File: src/rtl/csc_mat_pipe_if.sv
// Beat handshake bundle for csc_mat_pipe: input beat (valid/ready) and output beat (valid/ready).
// Signal names follow the DUT's point of view (i_ = into the pipe, o_ = out of it).
interface csc_mat_pipe_if #(
    parameter int INPUT_DATA_WIDTH  = 8,
    parameter int OUTPUT_DATA_WIDTH = 8
);
    logic                                i_valid;
    logic signed [INPUT_DATA_WIDTH-1:0]  i_x0, i_x1, i_x2;
    logic                                o_ready;
    logic                                o_valid;
    logic signed [OUTPUT_DATA_WIDTH-1:0] o_y0, o_y1, o_y2;
    logic                                i_ready;

    modport slave (
        input  i_valid, i_x0, i_x1, i_x2, i_ready,
        output o_ready, o_valid, o_y0, o_y1, o_y2
    );

    modport master (
        output i_valid, i_x0, i_x1, i_x2, i_ready,
        input  o_ready, o_valid, o_y0, o_y1, o_y2
    );
endinterface

File: src/rtl/csc_mat_pipe.sv
// 3x3 colour-space matrix with bias, 3-stage stallable pipeline, shadow/active coefficient sets.
// Optional: define CSC_MAT_PIPE_BYPASS_EN to add i_bypass (beat passes x through, saturated).

module csc_mat_row #(
    parameter int INPUT_DATA_WIDTH  = 8,
    parameter int OUTPUT_DATA_WIDTH = 8,
    parameter int CSC_WIDTH         = 10,
    parameter int BIAS_WIDTH        = 8,
    parameter int FRAC_BITS         = 8
) (
    input  logic                                clk,
    input  logic                                rstn,
    input  logic                                i_adv,
    input  logic [2:0][INPUT_DATA_WIDTH-1:0]    i_x,
    input  logic [INPUT_DATA_WIDTH-1:0]         i_xb,
    input  logic [2:0][CSC_WIDTH-1:0]           i_coef,
    input  logic [BIAS_WIDTH-1:0]               i_bias,
    input  logic                                i_byp1,
    output logic [OUTPUT_DATA_WIDTH-1:0]        o_y
);
    localparam int PW = INPUT_DATA_WIDTH + CSC_WIDTH;
    localparam int W  = INPUT_DATA_WIDTH + CSC_WIDTH + 3;
    // Half an LSB of the output; collapses to zero when FRAC_BITS is 0.
    localparam logic signed [W-1:0] RND   = (W'(1) << FRAC_BITS) >> 1;
    localparam logic signed [W-1:0] Y_MAX = (W'(1) << (OUTPUT_DATA_WIDTH - 1)) - W'(1);
    localparam logic signed [W-1:0] Y_MIN = ~Y_MAX;

    logic signed [PW-1:0]               r_p [3];
    logic signed [INPUT_DATA_WIDTH-1:0] r_xb;
    logic signed [W-1:0]                r_s;
    logic signed [W-1:0]                w_s;
    logic signed [W-1:0]                w_sh;
    logic signed [W-1:0]                w_bias;
    logic signed [W-1:0]                w_xb;

    always_ff @(posedge clk or negedge rstn) begin
        if (!rstn) begin
            for (int c = 0; c < 3; c++) r_p[c] <= '0;
            r_xb <= '0;
        end else if (i_adv) begin
            for (int c = 0; c < 3; c++)
                r_p[c] <= PW'($signed(i_x[c])) * PW'($signed(i_coef[c]));
            r_xb <= $signed(i_xb);
        end
    end

    // Bypassed beats are lifted to the same fixed point so stage 3 is shared.
    always_comb begin
        w_bias = W'($signed(i_bias));
        w_xb   = W'(r_xb);
        w_s    = RND + (w_bias <<< FRAC_BITS);
        for (int c = 0; c < 3; c++) w_s = w_s + W'(r_p[c]);
        if (i_byp1) w_s = w_xb <<< FRAC_BITS;
    end

    assign w_sh = r_s >>> FRAC_BITS;

    always_ff @(posedge clk or negedge rstn) begin
        if (!rstn) begin
            r_s <= '0;
            o_y <= '0;
        end else if (i_adv) begin
            r_s <= w_s;
            if (w_sh > Y_MAX)      o_y <= Y_MAX[OUTPUT_DATA_WIDTH-1:0];
            else if (w_sh < Y_MIN) o_y <= Y_MIN[OUTPUT_DATA_WIDTH-1:0];
            else                   o_y <= w_sh[OUTPUT_DATA_WIDTH-1:0];
        end
    end
endmodule

module csc_mat_pipe #(
    parameter int INPUT_DATA_WIDTH  = 8,
    parameter int OUTPUT_DATA_WIDTH = 8,
    parameter int CSC_WIDTH         = 10,
    parameter int BIAS_WIDTH        = 8,
    parameter int FRAC_BITS         = 8
) (
    input  logic                        clk,
    input  logic                        rstn,
    csc_mat_pipe_if.slave               io_bus,
    input  logic signed [CSC_WIDTH-1:0] i_coef00, i_coef01, i_coef02,
    input  logic signed [CSC_WIDTH-1:0] i_coef10, i_coef11, i_coef12,
    input  logic signed [CSC_WIDTH-1:0] i_coef20, i_coef21, i_coef22,
    input  logic signed [BIAS_WIDTH-1:0] i_bias0, i_bias1, i_bias2,
    input  logic                        i_coef_load,
`ifdef CSC_MAT_PIPE_BYPASS_EN
    input  logic                        i_bypass,
`endif
    output logic                        o_coef_pending
);
    typedef logic [2:0][2:0][CSC_WIDTH-1:0] coef_set_t;
    typedef logic [2:0][BIAS_WIDTH-1:0]     bias_set_t;

    localparam logic [CSC_WIDTH-1:0] ONE = CSC_WIDTH'(1) << FRAC_BITS;

    function automatic coef_set_t ident_set();
        coef_set_t s;
        s = '0;
        for (int r = 0; r < 3; r++) s[r][r] = ONE;
        return s;
    endfunction

    localparam coef_set_t IDENT = ident_set();

    if (FRAC_BITS > CSC_WIDTH - 2) begin : g_bad_frac
        $error("csc_mat_pipe: FRAC_BITS must not exceed CSC_WIDTH-2");
    end

    coef_set_t r_act_coef, r_sh_coef, w_in_coef;
    bias_set_t r_act_bias, r_sh_bias, w_in_bias;
    logic      r_pend;
    logic [3:1] r_vld;
    logic      w_adv, w_acc, w_empty, w_upd, w_byp1;
    logic [2:0][INPUT_DATA_WIDTH-1:0]  w_x;
    logic [2:0][OUTPUT_DATA_WIDTH-1:0] w_y;

    assign w_in_coef = {{i_coef22, i_coef21, i_coef20},
                        {i_coef12, i_coef11, i_coef10},
                        {i_coef02, i_coef01, i_coef00}};
    assign w_in_bias = {i_bias2, i_bias1, i_bias0};
    assign w_x       = {io_bus.i_x2, io_bus.i_x1, io_bus.i_x0};

    // Whole pipe moves in lockstep; a pending set blocks new beats so the swap
    // happens only once every in-flight beat has left on the old coefficients.
    assign w_adv          = !r_vld[3] || io_bus.i_ready;
    assign io_bus.o_ready = w_adv && !r_pend;
    assign w_acc          = io_bus.i_valid && io_bus.o_ready;
    assign w_empty        = ~|r_vld;
    assign w_upd          = r_pend && w_empty && !w_acc && !i_coef_load;
    assign io_bus.o_valid = r_vld[3];
    assign o_coef_pending = r_pend;

    always_ff @(posedge clk or negedge rstn) begin
        if (!rstn) r_vld <= '0;
        else if (w_adv) r_vld <= {r_vld[2:1], w_acc};
    end

    always_ff @(posedge clk or negedge rstn) begin
        if (!rstn) begin
            r_sh_coef  <= IDENT;
            r_act_coef <= IDENT;
            r_sh_bias  <= '0;
            r_act_bias <= '0;
            r_pend     <= 1'b0;
        end else if (i_coef_load) begin
            r_sh_coef <= w_in_coef;
            r_sh_bias <= w_in_bias;
            r_pend    <= 1'b1;
        end else if (w_upd) begin
            r_act_coef <= r_sh_coef;
            r_act_bias <= r_sh_bias;
            r_pend     <= 1'b0;
        end
    end

`ifdef CSC_MAT_PIPE_BYPASS_EN
    logic r_byp1;
    always_ff @(posedge clk or negedge rstn) begin
        if (!rstn) r_byp1 <= 1'b0;
        else if (w_adv) r_byp1 <= i_bypass;
    end
    assign w_byp1 = r_byp1;
`else
    assign w_byp1 = 1'b0;
`endif

    for (genvar r = 0; r < 3; r++) begin : g_row
        csc_mat_row #(
            .INPUT_DATA_WIDTH (INPUT_DATA_WIDTH),
            .OUTPUT_DATA_WIDTH(OUTPUT_DATA_WIDTH),
            .CSC_WIDTH        (CSC_WIDTH),
            .BIAS_WIDTH       (BIAS_WIDTH),
            .FRAC_BITS        (FRAC_BITS)
        ) u_row (
            .clk   (clk),
            .rstn  (rstn),
            .i_adv (w_adv),
            .i_x   (w_x),
            .i_xb  (w_x[r]),
            .i_coef(r_act_coef[r]),
            .i_bias(r_act_bias[r]),
            .i_byp1(w_byp1),
            .o_y   (w_y[r])
        );
    end

    assign io_bus.o_y0 = w_y[0];
    assign io_bus.o_y1 = w_y[1];
    assign io_bus.o_y2 = w_y[2];
endmodule
File: src/flat_wrapper.sv
// flat-port wrapper written by rule: the top's interface ports become plain ports
module csc_mat_pipe_flat 
#(
    parameter int INPUT_DATA_WIDTH  = 8,
    parameter int OUTPUT_DATA_WIDTH = 8,
    parameter int CSC_WIDTH         = 10,
    parameter int BIAS_WIDTH        = 8,
    parameter int FRAC_BITS         = 8
)
  (clk, rstn, i_coef00, i_coef01, i_coef02, i_coef10, i_coef11, i_coef12, i_coef20, i_coef21, i_coef22, i_bias0, i_bias1, i_bias2, i_coef_load, o_coef_pending, io_bus_i_valid, io_bus_i_x0, io_bus_i_x1, io_bus_i_x2, io_bus_i_ready, io_bus_o_ready, io_bus_o_valid, io_bus_o_y0, io_bus_o_y1, io_bus_o_y2);
  csc_mat_pipe_if #(.INPUT_DATA_WIDTH(INPUT_DATA_WIDTH), .OUTPUT_DATA_WIDTH(OUTPUT_DATA_WIDTH)) io_bus_i ();
  input  logic clk;
  input  logic rstn;
  input  logic signed [CSC_WIDTH-1:0] i_coef00;
  input  logic signed [CSC_WIDTH-1:0] i_coef01;
  input  logic signed [CSC_WIDTH-1:0] i_coef02;
  input  logic signed [CSC_WIDTH-1:0] i_coef10;
  input  logic signed [CSC_WIDTH-1:0] i_coef11;
  input  logic signed [CSC_WIDTH-1:0] i_coef12;
  input  logic signed [CSC_WIDTH-1:0] i_coef20;
  input  logic signed [CSC_WIDTH-1:0] i_coef21;
  input  logic signed [CSC_WIDTH-1:0] i_coef22;
  input  logic signed [BIAS_WIDTH-1:0] i_bias0;
  input  logic signed [BIAS_WIDTH-1:0] i_bias1;
  input  logic signed [BIAS_WIDTH-1:0] i_bias2;
  input  logic i_coef_load;
  output logic o_coef_pending;
  input wire logic [$bits(io_bus_i.i_valid)-1:0] io_bus_i_valid;
  input wire logic [$bits(io_bus_i.i_x0)-1:0] io_bus_i_x0;
  input wire logic [$bits(io_bus_i.i_x1)-1:0] io_bus_i_x1;
  input wire logic [$bits(io_bus_i.i_x2)-1:0] io_bus_i_x2;
  input wire logic [$bits(io_bus_i.i_ready)-1:0] io_bus_i_ready;
  output wire logic [$bits(io_bus_i.o_ready)-1:0] io_bus_o_ready;
  output wire logic [$bits(io_bus_i.o_valid)-1:0] io_bus_o_valid;
  output wire logic [$bits(io_bus_i.o_y0)-1:0] io_bus_o_y0;
  output wire logic [$bits(io_bus_i.o_y1)-1:0] io_bus_o_y1;
  output wire logic [$bits(io_bus_i.o_y2)-1:0] io_bus_o_y2;
  assign io_bus_i.i_valid = io_bus_i_valid;
  assign io_bus_i.i_x0 = io_bus_i_x0;
  assign io_bus_i.i_x1 = io_bus_i_x1;
  assign io_bus_i.i_x2 = io_bus_i_x2;
  assign io_bus_i.i_ready = io_bus_i_ready;
  assign io_bus_o_ready = io_bus_i.o_ready;
  assign io_bus_o_valid = io_bus_i.o_valid;
  assign io_bus_o_y0 = io_bus_i.o_y0;
  assign io_bus_o_y1 = io_bus_i.o_y1;
  assign io_bus_o_y2 = io_bus_i.o_y2;
  csc_mat_pipe #(.INPUT_DATA_WIDTH(INPUT_DATA_WIDTH), .OUTPUT_DATA_WIDTH(OUTPUT_DATA_WIDTH), .CSC_WIDTH(CSC_WIDTH), .BIAS_WIDTH(BIAS_WIDTH), .FRAC_BITS(FRAC_BITS)) u_core (.clk(clk), .rstn(rstn), .io_bus(io_bus_i), .i_coef00(i_coef00), .i_coef01(i_coef01), .i_coef02(i_coef02), .i_coef10(i_coef10), .i_coef11(i_coef11), .i_coef12(i_coef12), .i_coef20(i_coef20), .i_coef21(i_coef21), .i_coef22(i_coef22), .i_bias0(i_bias0), .i_bias1(i_bias1), .i_bias2(i_bias2), .i_coef_load(i_coef_load), .o_coef_pending(o_coef_pending));
endmodule
File: config.mk
export PLATFORM = sky130hd
export DESIGN_NAME = csc_mat_pipe_flat
export DESIGN_NICKNAME = d
export VERILOG_FILES = /design/src/rtl/csc_mat_pipe_if.sv /design/src/rtl/csc_mat_pipe.sv /design/src/flat_wrapper.sv
export SDC_FILE = /design/constraint.sdc
export NUM_CORES = 2
export LEC_CHECK = 0
export BUFFER_PORTS_ARGS = -buffer_cell sky130_fd_sc_hd__buf_2
export CAP_MARGIN = 40
export CELL_PAD_IN_SITES_DETAIL_PLACEMENT = 1
export CELL_PAD_IN_SITES_GLOBAL_PLACEMENT = 2
export CORE_MARGIN = 10
export CORE_UTILIZATION = 46
export CTS_CLUSTER_SIZE = 20
export DETAILED_ROUTE_END_ITERATION = 7
export PLACE_DENSITY_LB_ADDON = 0.25
export SLEW_MARGIN = 20
export SYNTH_ARGS = -nofsm -noshare
export SYNTH_HDL_FRONTEND = slang
export SYNTH_SLANG_ARGS = --single-unit
File: constraint.sdc
create_clock -name clk -period 7 [get_ports clk]
set_input_delay 1.4 -clock clk [delete_from_list [all_inputs] [get_ports clk]]
set_output_delay 1.4 -clock clk [all_outputs]
set_load 0.01 [all_outputs]
==> run summary <==
Seq/Total Area, Yosys - 0.244
Syn_nets - 5889
Pre-antenna DRT Iters - 4
Unrepaired setup endpoints after global routing - false
Hold Worst Slack - 0.464 ns
Worst rel slew slack - 0.324
Post-route cell area - 51100 um^2
Final worst slack - 1.34 ns
Outcome - finished clean
Core Area - 101000 um^2
Top cell type's share of synthesized area - 0.294
Fraction of registers with async set or reset after synthesis - 1.00
Hold Path Class - reg2reg
Clock latency on the worst-skew pair - 0.67 ns
Grt ovf - 0
Post-synth EDFFs - 0
Die Ht - 339 um
Fmax - 177 MHz
Clk root buf - clkbuf_16
Fin crit period - 5.66 ns
Vias in the first global route - 36061
Crit-path max cell delay - 0.54 ns
Skew final - 0.0309 ns
CP Class - in2reg
Vias - 31674
CTS Buf Count - 56
Slowest CP cell - fa_1
Largest net degree at the start of global routing - 172
HPWL after DPL - 95000 um
Critical path's most frequent cell - fa_1
Crit path from - io_bus_i_x0[7]
Avg Cell Area, Syn - 9.99 um^2
Clock slew at reported path FFs - 0.06 ns
Critical Path Sink Type - flop
Area delta synth->final - 9.04%
Distinct cell type count after synthesis - 57
Setup bufs post-CTS - 0
Routed Wire Length - 120000 um
Clock sink total - 457
Required time worst endpoint - 7.49 ns
Max-Cap Viols - 0
Final setup fails - 0
CP Max Fanout - 21
# fillers - 11331
GRT Util Overall - 0.214
Synthesized flop and latch total - 457
Final TNS setup - 0 ns
Rows - 116
Slew @ Worst Pin - 1.01 ns
First-pass GRT wire length - 198000 um
Nets - 5997
Detailed Route Iter0 Violations - 1164
Max Slew Vio Count - 0
Post-CTS Hold Fix Bufs - 0
Crit-path cells - buf_2 -> clkinv_1 -> buf_4 -> fa_1 -> fa_1 -> inv_1 -> fa_1 -> inv_1 -> fa_1 -> inv_1 -> ha_1 -> o21ai_0 -> a21boi_0 -> o211ai_1 -> a21boi_0 -> o31ai_1 -> xor2_1 -> o21ai_0
Drt drc - 0
Hold Path Cell Cnt - 2
Final period utilization - 0.809
Routed Antenna Nets - 0
Yosys warns - 0
Clock Path Buffers - 3
I/O pin total - 170
IO Port Bufs - 169
Synth top area cells - fa_1 (29%), dfrtp_1 (24%), ha_1 (9.9%)
Die W - 339 um
Vias per inst - 5.11
Area leader, netlist - fa_1
Per-cell routed wire length - 19.4 um
Starting Density - 0.466
CTS tree - done
Reg-to-Reg Start - u_core.r_act_coef[14]$_DFFE_PN0P_
Max H-tree Level - 2
Placer Congestion - 0.820
Dpl cell area - 49200 um^2
Die area - 115000 um^2
Initial antenna violation count - 3
Syn Inst Count - 4690
Synth Flop Type - dfrtp_1
Post_cts resized - 0
Critical path startpoint category - input pin
Share of cells above drive strength 1 - 0.113
Synth Cell Area - 46800 um^2
Worst endpoint data arrival time - 6.15 ns
Min-delay src - u_core.g_row[1].u_row.o_y[7]$_DFFE_PN0N_
Fin. Hold Viols - 0
Worst reg2reg path depth - 18
Setup WS pre-CTS - 0.643 ns
## registers in the layout (all words and copies together), names as in the netlist
name / cells
u_core.o_coef_pending: 1
u_core.r_vld: 3
u_core.g_row.u_row.o_y: 24
u_core.r_sh_coef: 90
u_core.g_row.u_row.r_p: 162
u_core.g_row.u_row.r_s: 39
u_core.r_act_coef: 90
u_core.r_act_bias: 24
u_core.r_sh_bias: 24
## synth_stat cells, types with 21 or more instances
master	instances
nand3_1	28
a21oi_1	184
and2_1	433
xnor2_1	104
dfrtp_1	451
nand2b_1	28
o211ai_1	21
inv_1	868
clkbuf_1	135
xor2_1	83
ha_1	369
o21ai_0	94
fa_1	687
nor3_1	46
o31ai_1	22
mux2_2	230
nor2_1	252
nand2_1	455
## critical path: cells and delay by family
kind | cells | cell delay [ns]
XOR/XNOR | 1 | 0.20
buffers and inverters | 6 | 1.02
adder cells (fa/ha/maj) | 5 | 2.36
AO/OA/AOI/OAI | 6 | 1.16
## metal layers
metal / GRT usage / vias to the layer above / share of wire
met4: 0.0564 / 2 / 0.025
met3: 0.0263 / 132 / 0.029
li1: - / 14722 / -
met1: 0.278 / 16473 / 0.44
met2: 0.375 / 345 / 0.50
met5: 0 / - / 0.00011
## final cells by class
cell class              instances  area, um^2  share of cell area
repair buffers                203        1200              0.0234
clock inverters                23         245             0.00480
diodes                          4        10.0            0.000196
multi-input cells            3209       31600               0.618
clock buffers                  79        1640              0.0321
flip-flops and latches        457       11400               0.224
inverters                     871        3270              0.0640
well taps                    1357        1700              0.0333
## stage by stage
stage / cells / utilization
3_3_place_gp: 6094 / 0.488
5_1_grt: 6199 / 0.508
6_report: 6203 / 0.508
3_5_place_dp: 6096 / 0.489
2_1_floorplan: 4690 / -
4_1_cts: 6198 / 0.508
## logic make-up after synthesis
| logic type | count (synthesis) | synth area share |
|---|---|---|
| flip-flops | 457 | 0.244 |
| multiplexers | 230 | 0.0553 |
| AND/OR/NAND/NOR | 1299 | 0.134 |
| adder cells (fa/ha/maj) | 1056 | 0.392 |
| AO/OA/AOI/OAI | 437 | 0.0567 |
| XOR/XNOR | 187 | 0.0350 |
| buffers and inverters | 1024 | 0.0821 |
## placed cells by master, fill, tap and decap left out, drive strengths merged, types with 21 or more instances in the layout
cell / Yosys / final
nor3: 46 / 46
inv: 869 / 869
nand2: 455 / 455
mux2: 230 / 230
nand2b: 28 / 28
o211ai: 21 / 21
fa: 687 / 687
o21ai: 103 / 103
clkbuf: 135 / 79
a21oi: 184 / 184
xor2: 83 / 83
o31ai: 22 / 22
dfrtp: 451 / 451
nor2: 252 / 252
nand3: 28 / 28
buf: 18 / 203
ha: 369 / 369
xnor2: 104 / 104
and2: 433 / 433
## worst paths after layout
path                                                              to  slack, ns
min reg2reg                 u_core.g_row[1].u_row.o_y[7]$_DFFE_PN0N_       0.46
min                         u_core.g_row[1].u_row.o_y[7]$_DFFE_PN0N_       0.46
max in group asynchronous          u_core.r_act_coef[18]$_DFFE_PN0P_       4.71
min in group asynchronous          u_core.r_act_coef[86]$_DFFE_PN0P_       0.79
max reg2reg                u_core.g_row[0].u_row.r_p[34]$_DFFE_PN0N_       2.10
max                        u_core.g_row[2].u_row.r_p[52]$_DFFE_PN0N_       1.34
Power is not shown: default switching activity piles up to over one toggle a cycle in this logic, so the estimate is an artifact.
